==> src/rtl/add_share_pkg.sv <==
// Shared constants, result layout and round-robin pointer helper for add_share_sched.
// Pure declarations; no logic.
package add_share_pkg;

    localparam int NREQ_DEF = 4;
    localparam int W_DEF    = 8;
    localparam int IDW_DEF  = 2;

    // Result layout at the default configuration; the top builds the same shape from its own parameters.
    typedef struct packed {
        logic [IDW_DEF-1:0] id;
        logic               carry;
        logic [W_DEF-1:0]   sum;
    } result_t;

    function automatic int unsigned rr_next(input int unsigned ptr, input int unsigned nreq);
        return (ptr + 1 >= nreq) ? 0 : ptr + 1;
    endfunction

endpackage

==> src/rtl/add_share_sched_rr_arbiter.sv <==
// Round-robin grant search starting at ptr and rising modulo NREQ; purely combinational.
// Zero latency; en low forces every grant low.
module rr_arbiter #(
    parameter int NREQ = 4,
    parameter int IDW  = 2
) (
    input  logic [NREQ-1:0] req,
    input  logic [IDW-1:0]  ptr,
    input  logic            en,
    output logic [NREQ-1:0] gnt,
    output logic [IDW-1:0]  idx,
    output logic            any_gnt
);

    always_comb begin : search
        logic [IDW-1:0] j;
        gnt     = '0;
        idx     = '0;
        any_gnt = 1'b0;
        j       = '0;
        for (int k = 0; k < NREQ; k++) begin
            j = IDW'((32'(ptr) + k) % NREQ);
            if (en && !any_gnt && req[j]) begin
                any_gnt = 1'b1;
                gnt[j]  = 1'b1;
                idx     = j;
            end
        end
    end

endmodule

==> src/rtl/add_share_sched.sv <==
// Time-shares one W-bit adder among NREQ requesters with round-robin grant; ADD_SHARE_SATURATE_EN clamps on carry.
// One cycle from accept to out_valid; a stalled output (out_valid && !out_ready) blocks all grants and holds ptr.
module add_share_sched
    import add_share_pkg::*;
#(
    parameter int NREQ = NREQ_DEF,
    parameter int W    = W_DEF,
    parameter int IDW  = IDW_DEF
) (
    input  logic              clk,
    input  logic              rst_n,
    input  logic [NREQ-1:0]   req_valid,
    input  logic [NREQ*W-1:0] req_a,
    input  logic [NREQ*W-1:0] req_b,
    output logic [NREQ-1:0]   req_ready,
    output logic              out_valid,
    input  logic              out_ready,
    output logic [W-1:0]      out_sum,
    output logic              out_carry,
    output logic [IDW-1:0]    out_id,
    output logic [7:0]        busy_cnt
);

    typedef struct packed {
        logic [IDW-1:0] id;
        logic           carry;
        logic [W-1:0]   sum;
    } res_t;

    res_t           res_q, res_d;
    logic           out_valid_q, out_valid_d;
    logic [IDW-1:0] ptr_q, ptr_d;
    logic [7:0]     busy_cnt_q, busy_cnt_d;

    logic           slot_free;
    logic           any_gnt;
    logic [IDW-1:0] g_idx;
    logic [W-1:0]   a_sel, b_sel;
    logic [W:0]     sum_full;

    assign slot_free = !out_valid_q || out_ready;

    // rst_n gates the search so no requester sees ready while the block is held in reset.
    rr_arbiter #(.NREQ(NREQ), .IDW(IDW)) u_arb (
        .req     (req_valid),
        .ptr     (ptr_q),
        .en      (slot_free && rst_n),
        .gnt     (req_ready),
        .idx     (g_idx),
        .any_gnt (any_gnt)
    );

    always_comb begin
        a_sel = '0;
        b_sel = '0;
        for (int i = 0; i < NREQ; i++) begin
            if (req_ready[i]) begin
                a_sel = a_sel | req_a[i*W +: W];
                b_sel = b_sel | req_b[i*W +: W];
            end
        end
        sum_full = {1'b0, a_sel} + {1'b0, b_sel};
    end

    always_comb begin
        res_d       = res_q;
        out_valid_d = out_valid_q;
        ptr_d       = ptr_q;
        busy_cnt_d  = busy_cnt_q + ((out_valid_q && out_ready) ? 8'd1 : 8'd0);
        if (any_gnt) begin
            res_d.id    = g_idx;
            res_d.carry = sum_full[W];
`ifdef ADD_SHARE_SATURATE_EN
            res_d.sum   = sum_full[W] ? {W{1'b1}} : sum_full[W-1:0];
`else
            res_d.sum   = sum_full[W-1:0];
`endif
            out_valid_d = 1'b1;
            ptr_d       = IDW'(rr_next(32'(g_idx), NREQ));
        end else if (out_ready) begin
            out_valid_d = 1'b0;
        end
    end

    always_ff @(posedge clk or negedge rst_n) begin
        if (!rst_n) begin
            res_q       <= '0;
            out_valid_q <= 1'b0;
            ptr_q       <= '0;
            busy_cnt_q  <= '0;
        end else begin
            res_q       <= res_d;
            out_valid_q <= out_valid_d;
            ptr_q       <= ptr_d;
            busy_cnt_q  <= busy_cnt_d;
        end
    end

    assign out_valid = out_valid_q;
    assign out_sum   = res_q.sum;
    assign out_carry = res_q.carry;
    assign out_id    = res_q.id;
    assign busy_cnt  = busy_cnt_q;

endmodule

==> config.mk <==
export PLATFORM = sky130hd
export DESIGN_NAME = add_share_sched
export DESIGN_NICKNAME = d
export VERILOG_FILES = /design/src/rtl/add_share_pkg.sv /design/src/rtl/add_share_sched_rr_arbiter.sv /design/src/rtl/add_share_sched.sv
export SDC_FILE = /design/constraint.sdc
export NUM_CORES = 1
export LEC_CHECK = 0
export CORE_MARGIN = 2
export CORE_UTILIZATION = 40
export DETAILED_ROUTE_END_ITERATION = 12
export PLACE_DENSITY = 0.73
export SLEW_MARGIN = 0
export SYNTH_ARGS = -nofsm -noshare
export SYNTH_HDL_FRONTEND = slang
export SYNTH_SLANG_ARGS = --single-unit
==> constraint.sdc <==
create_clock -name clk -period 5.14 [get_ports clk]
set_clock_uncertainty 0.2 [all_clocks]
set_input_delay 0.771 -clock clk [delete_from_list [all_inputs] [get_ports clk]]
set_output_delay 0.771 -clock clk [all_outputs]
set_load 0.02 [all_outputs]
Word level (Yosys, flattened, before mapping)

Index checks and enable logic that the tools add are counted.

Output and inout port bits: 24
Memories: 0
Register bits: 22
Word-level logic and storage cells: 89
Memory bits (writable): 0
Bits in read-only memories: 0
Bits in latches: 0
Input bits: 71

$mul: 0
Bitwise gates (word level): 9
Order comparisons: 9
Muxes and demuxes: 40
Shift-type cells: 0
Reduce and logical (&&, ||, !) cells: 19
Add/subtract/negate cells: 6
Eq/ne operators: 0
Div/mod/pow operators: 0

Operator list:

| cell                                                                  | count |
|---|---|
| 8-bit two-way mux                                                     | 8 |
| 8-bit bitwise OR                                                      | 6 |
| 4-bit two-way mux                                                     | 4 |
| 1-bit two-way mux                                                     | 15 |
| 1-bit logical AND                                                     | 13 |
| 2-bit by 3-bit < comparator with 1-bit output, second input constant  | 4 |
| 4-bit bitwise OR                                                      | 3 |
| 2-bit two-way mux                                                     | 5 |
| 8-bit by 8-bit adder with 9-bit output                                | 1 |
| 8-bit by 1-bit adder with 8-bit output                                | 1 |
| 1-bit binary-select mux with 2-bit select                             | 4 |
| 1-bit demux with 2-bit select                                         | 4 |
| 2-bit by 1-bit >= comparator with 1-bit output, second input constant | 4 |
| 2-bit adder, second input constant                                    | 2 |
| 1-bit logical NOT                                                     | 4 |
| 2-bit by 1-bit adder with 3-bit output, second input constant         | 1 |
| 3-bit >= comparator, second input constant                            | 1 |
| 2-bit by 1-bit adder with 2-bit output, second input constant         | 1 |
| 2-bit nonzero test                                                    | 1 |
| 1-bit logical OR                                                      | 1 |

Longest topological paths before layout

Depth after elaboration: 25
Gate-level depth with buffers: 19
Gate-level depth less buffers: 16

Hierarchy

A second synthesis with hierarchy kept.

Cells, all modules: 231
Area, all modules: 2,115.8 sq um

Modules (own cells, without submodules):

| module          | times used | area each (sq um) | sequential area each (sq um) | cells an instance |
|---|---|---|---|---|
| add_share_sched | 1          | 1,551.5           | 550.5                        | 165 |
| rr_arbiter      | 1          | 564.3             | 0.0                          | 66 |

Worst setup path after synthesis

OpenSTA, ideal clock, no wires.

Path kind: register -> register
From: register ptr_q[0]
To: register res_q (netlist bit out_carry)
Data arrival time: 3,865 ps
Setup time: 126 ps
Period minus slack after synthesis: 4,191 ps
Setup slack: 949 ps
Stages on the path, launching flop included: 19
Data required time: 4,814 ps
Path buffers: 2
Cell sequence: dfrtp_1 buf_6 buf_6 inv_1 ha_1 mux4_2 nor3b_1 o21ai_1 o211ai_2 a221oi_1 nand2_1 ha_1 fa_1 a21o_1 a21oi_1 o21ai_0 o211a_1 o21ai_0 a21oi_1

Elaborated cells between the ends (all ways): 67
Classes of those cells: 4 x add/sub; 8 x order compare; 32 x mux; 9 x bitwise; 14 x reduce/logical

RTL lines:

| element                                                                                                | RTL line                                     | text |
|---|---|---|
| start, declared                                                                                        | add_share_sched.sv:32                        | `logic [IDW-1:0] ptr_q, ptr_d;` |
| start signal, assigned                                                                                 | add_share_sched.sv:94                        | `ptr_q <= ptr_d;` |
| parallel branches: the longest is 15 deep, another holds 2-bit by 3-bit < comparator with 1-bit output | -                                            |  |
| 4-bit two-way mux (*)                                                                                  | add_share_sched_rr_arbiter.sv:23             | `if (en && !any_gnt && req[j]) begin` |
| named net req_ready[1]                                                                                 | add_share_sched.sv:15                        | `output logic [NREQ-1:0] req_ready,` |
| 8-bit two-way mux                                                                                      | add_share_sched.sv:57                        | `if (req_ready[i]) begin` |
| 8-bit bitwise OR (on tied branches)                                                                    | add_share_sched.sv:58, add_share_sched.sv:59 |  |
| 8-bit two-way mux                                                                                      | add_share_sched.sv:57                        |  |
| 8-bit bitwise OR (on tied branches)                                                                    | add_share_sched.sv:58, add_share_sched.sv:59 |  |
| 8-bit two-way mux                                                                                      | add_share_sched.sv:57                        |  |
| 8-bit by 8-bit adder with 9-bit output (*)                                                             | add_share_sched.sv:62                        | `sum_full = {1'b0, a_sel} + {1'b0, b_sel};` |
| end signal, assigned                                                                                   | add_share_sched.sv:92                        | `res_q <= res_d;` |
| end, declared                                                                                          | add_share_sched.sv:30                        | `res_t res_q, res_d;` |

Mark *: on every way through the listed nets, which the timed path passes. The select of a mux whose other input is x is not followed.
A chain may end at the register's enable or synchronous reset.

Worst setup path in the final report

From: input req_valid[1]
To: register res_q (netlist bit out_carry)

Word-level cells in the longest chain between the ends: 24
Elaborated cells between the ends (all ways): 44
Classes of those cells: 1 x add/sub; 24 x mux; 9 x bitwise; 10 x reduce/logical

Ends and longest elaborated chain:

| element                                   | RTL line                                     | text |
|---|---|---|
| start, declared                           | add_share_sched.sv:12                        | `input logic [NREQ-1:0] req_valid,` |
| 1-bit binary-select mux with 2-bit select | add_share_sched_rr_arbiter.sv:23             |  |
| 1-bit two-way mux (implied by the code)   | add_share_sched_rr_arbiter.sv:23             |  |
| 1-bit logical AND                         | add_share_sched_rr_arbiter.sv:23             |  |
| 1-bit two-way mux                         | add_share_sched_rr_arbiter.sv:23             |  |
| 1-bit logical NOT                         | add_share_sched_rr_arbiter.sv:23             |  |
| 1-bit logical AND (2 in series)           | add_share_sched_rr_arbiter.sv:23             |  |
| 1-bit two-way mux                         | add_share_sched_rr_arbiter.sv:23             |  |
| 1-bit logical NOT                         | add_share_sched_rr_arbiter.sv:23             |  |
| [... 7 more ...]                          | -                                            |  |
| 8-bit two-way mux                         | add_share_sched.sv:57                        |  |
| 8-bit bitwise OR (on tied branches)       | add_share_sched.sv:58, add_share_sched.sv:59 |  |
| 8-bit two-way mux                         | add_share_sched.sv:57                        |  |
| 8-bit bitwise OR (on tied branches)       | add_share_sched.sv:58, add_share_sched.sv:59 |  |
| 8-bit two-way mux                         | add_share_sched.sv:57                        |  |
| 8-bit bitwise OR (on tied branches)       | add_share_sched.sv:58, add_share_sched.sv:59 |  |
| 8-bit two-way mux                         | add_share_sched.sv:57                        |  |
| 8-bit by 8-bit adder with 9-bit output    | add_share_sched.sv:62                        |  |

Parallel ways exist; a longest one is shown, timed or not. The select of a mux whose other input is x is not followed.

==> flow_metrics.env <==
export IMPL_status="finished clean"
export IMPL_maxCapViolations=0
export IMPL_p_sw_frac=0.4901
export IMPL_synth_avg_cell_area_um2=8.517
export IMPL_power_switching_uw=923.6
export IMPL_grt_pass1_vias=2685
export IMPL_cts_sinks=22
export IMPL_min_path_cells=1
export IMPL_clkSlewWorstSetupHoldPaths_ns=0.08
export IMPL_cp_arrival_ns=4.62
export IMPL_endpoint_kind="register"
export IMPL_setup_viol=0
export IMPL_overflow=0
export IMPL_p_comb_frac=0.777
export IMPL_viasPerCell=6.233
export IMPL_setup_tns_ns=0
export IMPL_grt_usage=0.2235
export IMPL_die_area_um2=7065
export IMPL_r2r_slack_ns=0.90
export IMPL_drc_errors=0
export IMPL_hpwl_um=6424
export IMPL_nNetsFinal=478
export IMPL_hold_end="busy_cnt[7]"
export IMPL_yosysMostFrequentCell="nand2_1"
export IMPL_critical_path_class="input pin to register"
export IMPL_cts_setup_buffers=0
export IMPL_ant_nets=0
export IMPL_worstPathRequired_ns=5.09
export IMPL_grt_max_degree=23
export IMPL_synth_top_cells_by_area="dfrtp_1 21%, ha_1 9.3%, a22oi_1 7.3%"
export IMPL_cts_buffer_depth=2
export IMPL_placeableCoreArea_um2=6277
export IMPL_p_leak_nw=1.504
export IMPL_cts_hold_buffers=0
export IMPL_num_io_pins=95
export IMPL_seq_area_frac_synth=0.2147
export IMPL_synthesis_area_um2=2564
export IMPL_timing_fmax_mhz=214.2
export IMPL_diodes=0
export IMPL_rsz0062_at_grt="false"
export IMPL_row_count=29
export IMPL_numCtsBuffers=3
export IMPL_r2r_start="ptr_q[1]"
export IMPL_yosysUniqueCellTypes=63
export IMPL_cts_htree_levels=1
export IMPL_synth_edf_count=0
export IMPL_die_x_um=84.06
export IMPL_yosysTopAreaCell="dfrtp_1"
export IMPL_ir_drop_uv=247.1
export IMPL_cts_resized=0
export IMPL_worstMarginPinSlew_ns=0.5761
export IMPL_antenna_found_initial=0
export IMPL_min_path_type="register to register"
export IMPL_worst_r2r_endpoint="out_carry"
export IMPL_crit_fanout=11
export IMPL_hold_violations=0
export IMPL_synth_warnings=0
export IMPL_finalCritPeriodShare=0.9083
export IMPL_synth_top_cells_by_count="35 x nand2_1, 25 x a22oi_1, 22 x dfrtp_1"
export IMPL_synth_top_flop_cell="dfrtp_1"
export IMPL_mappedNetlistNets=392
export IMPL_initial_core_util=0.4084
export IMPL_worstSkewPairLatency_ns=0.26
export IMPL_root_buffer="clkbuf_8"
export IMPL_final_core_util=0.5677
export IMPL_io_buffers=94
export IMPL_pwr_share_clk=0.065
export IMPL_n_fill_cell=567
export IMPL_drt_total_wl_um=8251
export IMPL_gp_congestion=0.9099
export IMPL_cp_start_kind="input pin"
export IMPL_synthCells=301
export IMPL_p_seq_frac=0.158
export IMPL_drv_slew=0
export IMPL_wl_per_cell_um=17.82
export IMPL_drtIter0Drc=264
export IMPL_cts_tree="done"
export IMPL_powerDensity_nw_per_um2=528.9
export IMPL_slew_headroom=0.6145
export IMPL_syn_to_final_growth_pct=38.99
export IMPL_synth_top_area_share=0.2147
export IMPL_p_int_uw=961.1
export IMPL_layout_drive_gt1_share=0.06995
export IMPL_drt_pass1_iter_count=7
export IMPL_holdCritStartpoint="busy_cnt[7]"
export IMPL_synthArstFlopShare=1.000
export IMPL_period_minus_slack_ns=4.669
export IMPL_worst_r2r_cell_count=16
export IMPL_vias=2886
export IMPL_ys_ff_latch=22
export IMPL_die_y_um=84.06
export IMPL_grt_first_pass_wirelength_um=13230
[layout by cell type, fill, tap and decap left out, types with 6 or more instances in the layout]
| cell type | synthesis | final |
|---|---|---|
| clkdlybuf4s50_1 | 0 | 94 |
| nand2_1 | 35 | 35 |
| a22oi_1 | 25 | 25 |
| dfrtp_1 | 22 | 22 |
| ha_1 | 19 | 19 |
| a222oi_1 | 16 | 16 |
| nor2_1 | 15 | 15 |
| o21ai_0 | 15 | 15 |
| inv_1 | 11 | 11 |
| a221oi_1 | 11 | 11 |
| nand3_1 | 11 | 11 |
| nor3_1 | 10 | 10 |
| nor2b_1 | 8 | 8 |
| buf_4 | 3 | 7 |
| xnor2_1 | 6 | 6 |
[layer usage]
metal / part of all wire / vias to the layer above / track usage
met5: 0 / - / 0
met4: 0.020 / 0 / 0.05425
met3: 0.071 / 27 / 0.04946
met2: 0.49 / 155 / 0.3745
met1: 0.42 / 1354 / 0.2919
li1: - / 1350 / -
[through the flow]
stage	power [mW]	cell area, µm²	hold slack [ns]	instances	setup WS (ns)
3_3_place_gp	1.735	3508	0.2598	459	0.3349
2_1_floorplan	1.325	2564	0.2754	301	0.9493
3_5_place_dp	1.758	3508	0.2726	459	0.2409
5_1_grt	2.048	3563	0.3182	463	0.2518
6_report	1.885	3563	0.2817	463	0.4712
4_1_cts	1.883	3563	0.2825	463	0.5158
[cell type report]
cell class,count,area [µm²],area share
timing repair buffer,101,993.5,0.2788
tap,77,96.34,0.02704
clock buffer,4,55.05,0.01545
sequential,22,550.5,0.1545
inverter,11,41.29,0.01159
multi-input combinational,248,1827,0.5126
[logic make-up after synthesis]
| logic type | synth area share |
|---|---|
| compound gates | 0.3358 |
| xor+xnor | 0.03758 |
| fa+ha+maj | 0.1005 |
| buf+inv | 0.07272 |
| flops | 0.2147 |
| mux | 0.03465 |
| simple gates | 0.2040 |
[registers in the layout, indices dropped and copies added, names as in the netlist]
name and flops:
out_valid 1, ptr_q 2, out_sum 8, out_id 2
busy_cnt 8, out_carry 1
[power groups by stage]
stage	Clock (mW)	Combinational, mW	Sequential, mW
after floorplan	0	0.944	0.381
after global placement	0	1.43	0.301
after detailed placement	0	1.46	0.302
after CTS	0.125	1.46	0.299
after global routing	0.138	1.60	0.308
final	0.122	1.46	0.299
[worst max-delay path, stage by stage]
cell and delay, ns:
clkdlybuf4s50_1 0.59, mux4_2 0.63, and2_0 0.20, a31oi_1 0.17
o22ai_2 0.21, a222oi_1 0.39, nand2_1 0.10, ha_1 0.24
fa_1 0.41, a21o_1 0.18, a21oi_1 0.26, o21ai_0 0.13
o211a_1 0.13, o21ai_0 0.14, a21oi_1 0.08
[worst max path at each step]
stage                  from   endpoint  slack [ns]  cells after the start
6_report       req_valid[1]  out_carry        0.47                     15
5_1_grt        req_valid[1]  out_carry        0.25                     15
4_1_cts        req_valid[1]  out_carry        0.52                     15
3_5_place_dp   req_valid[1]  out_carry        0.24                     15
3_3_place_gp   req_valid[1]  out_carry        0.33                     15
2_1_floorplan      ptr_q[0]  out_carry        0.95                     18
Power figures use the tool's default switching activity.
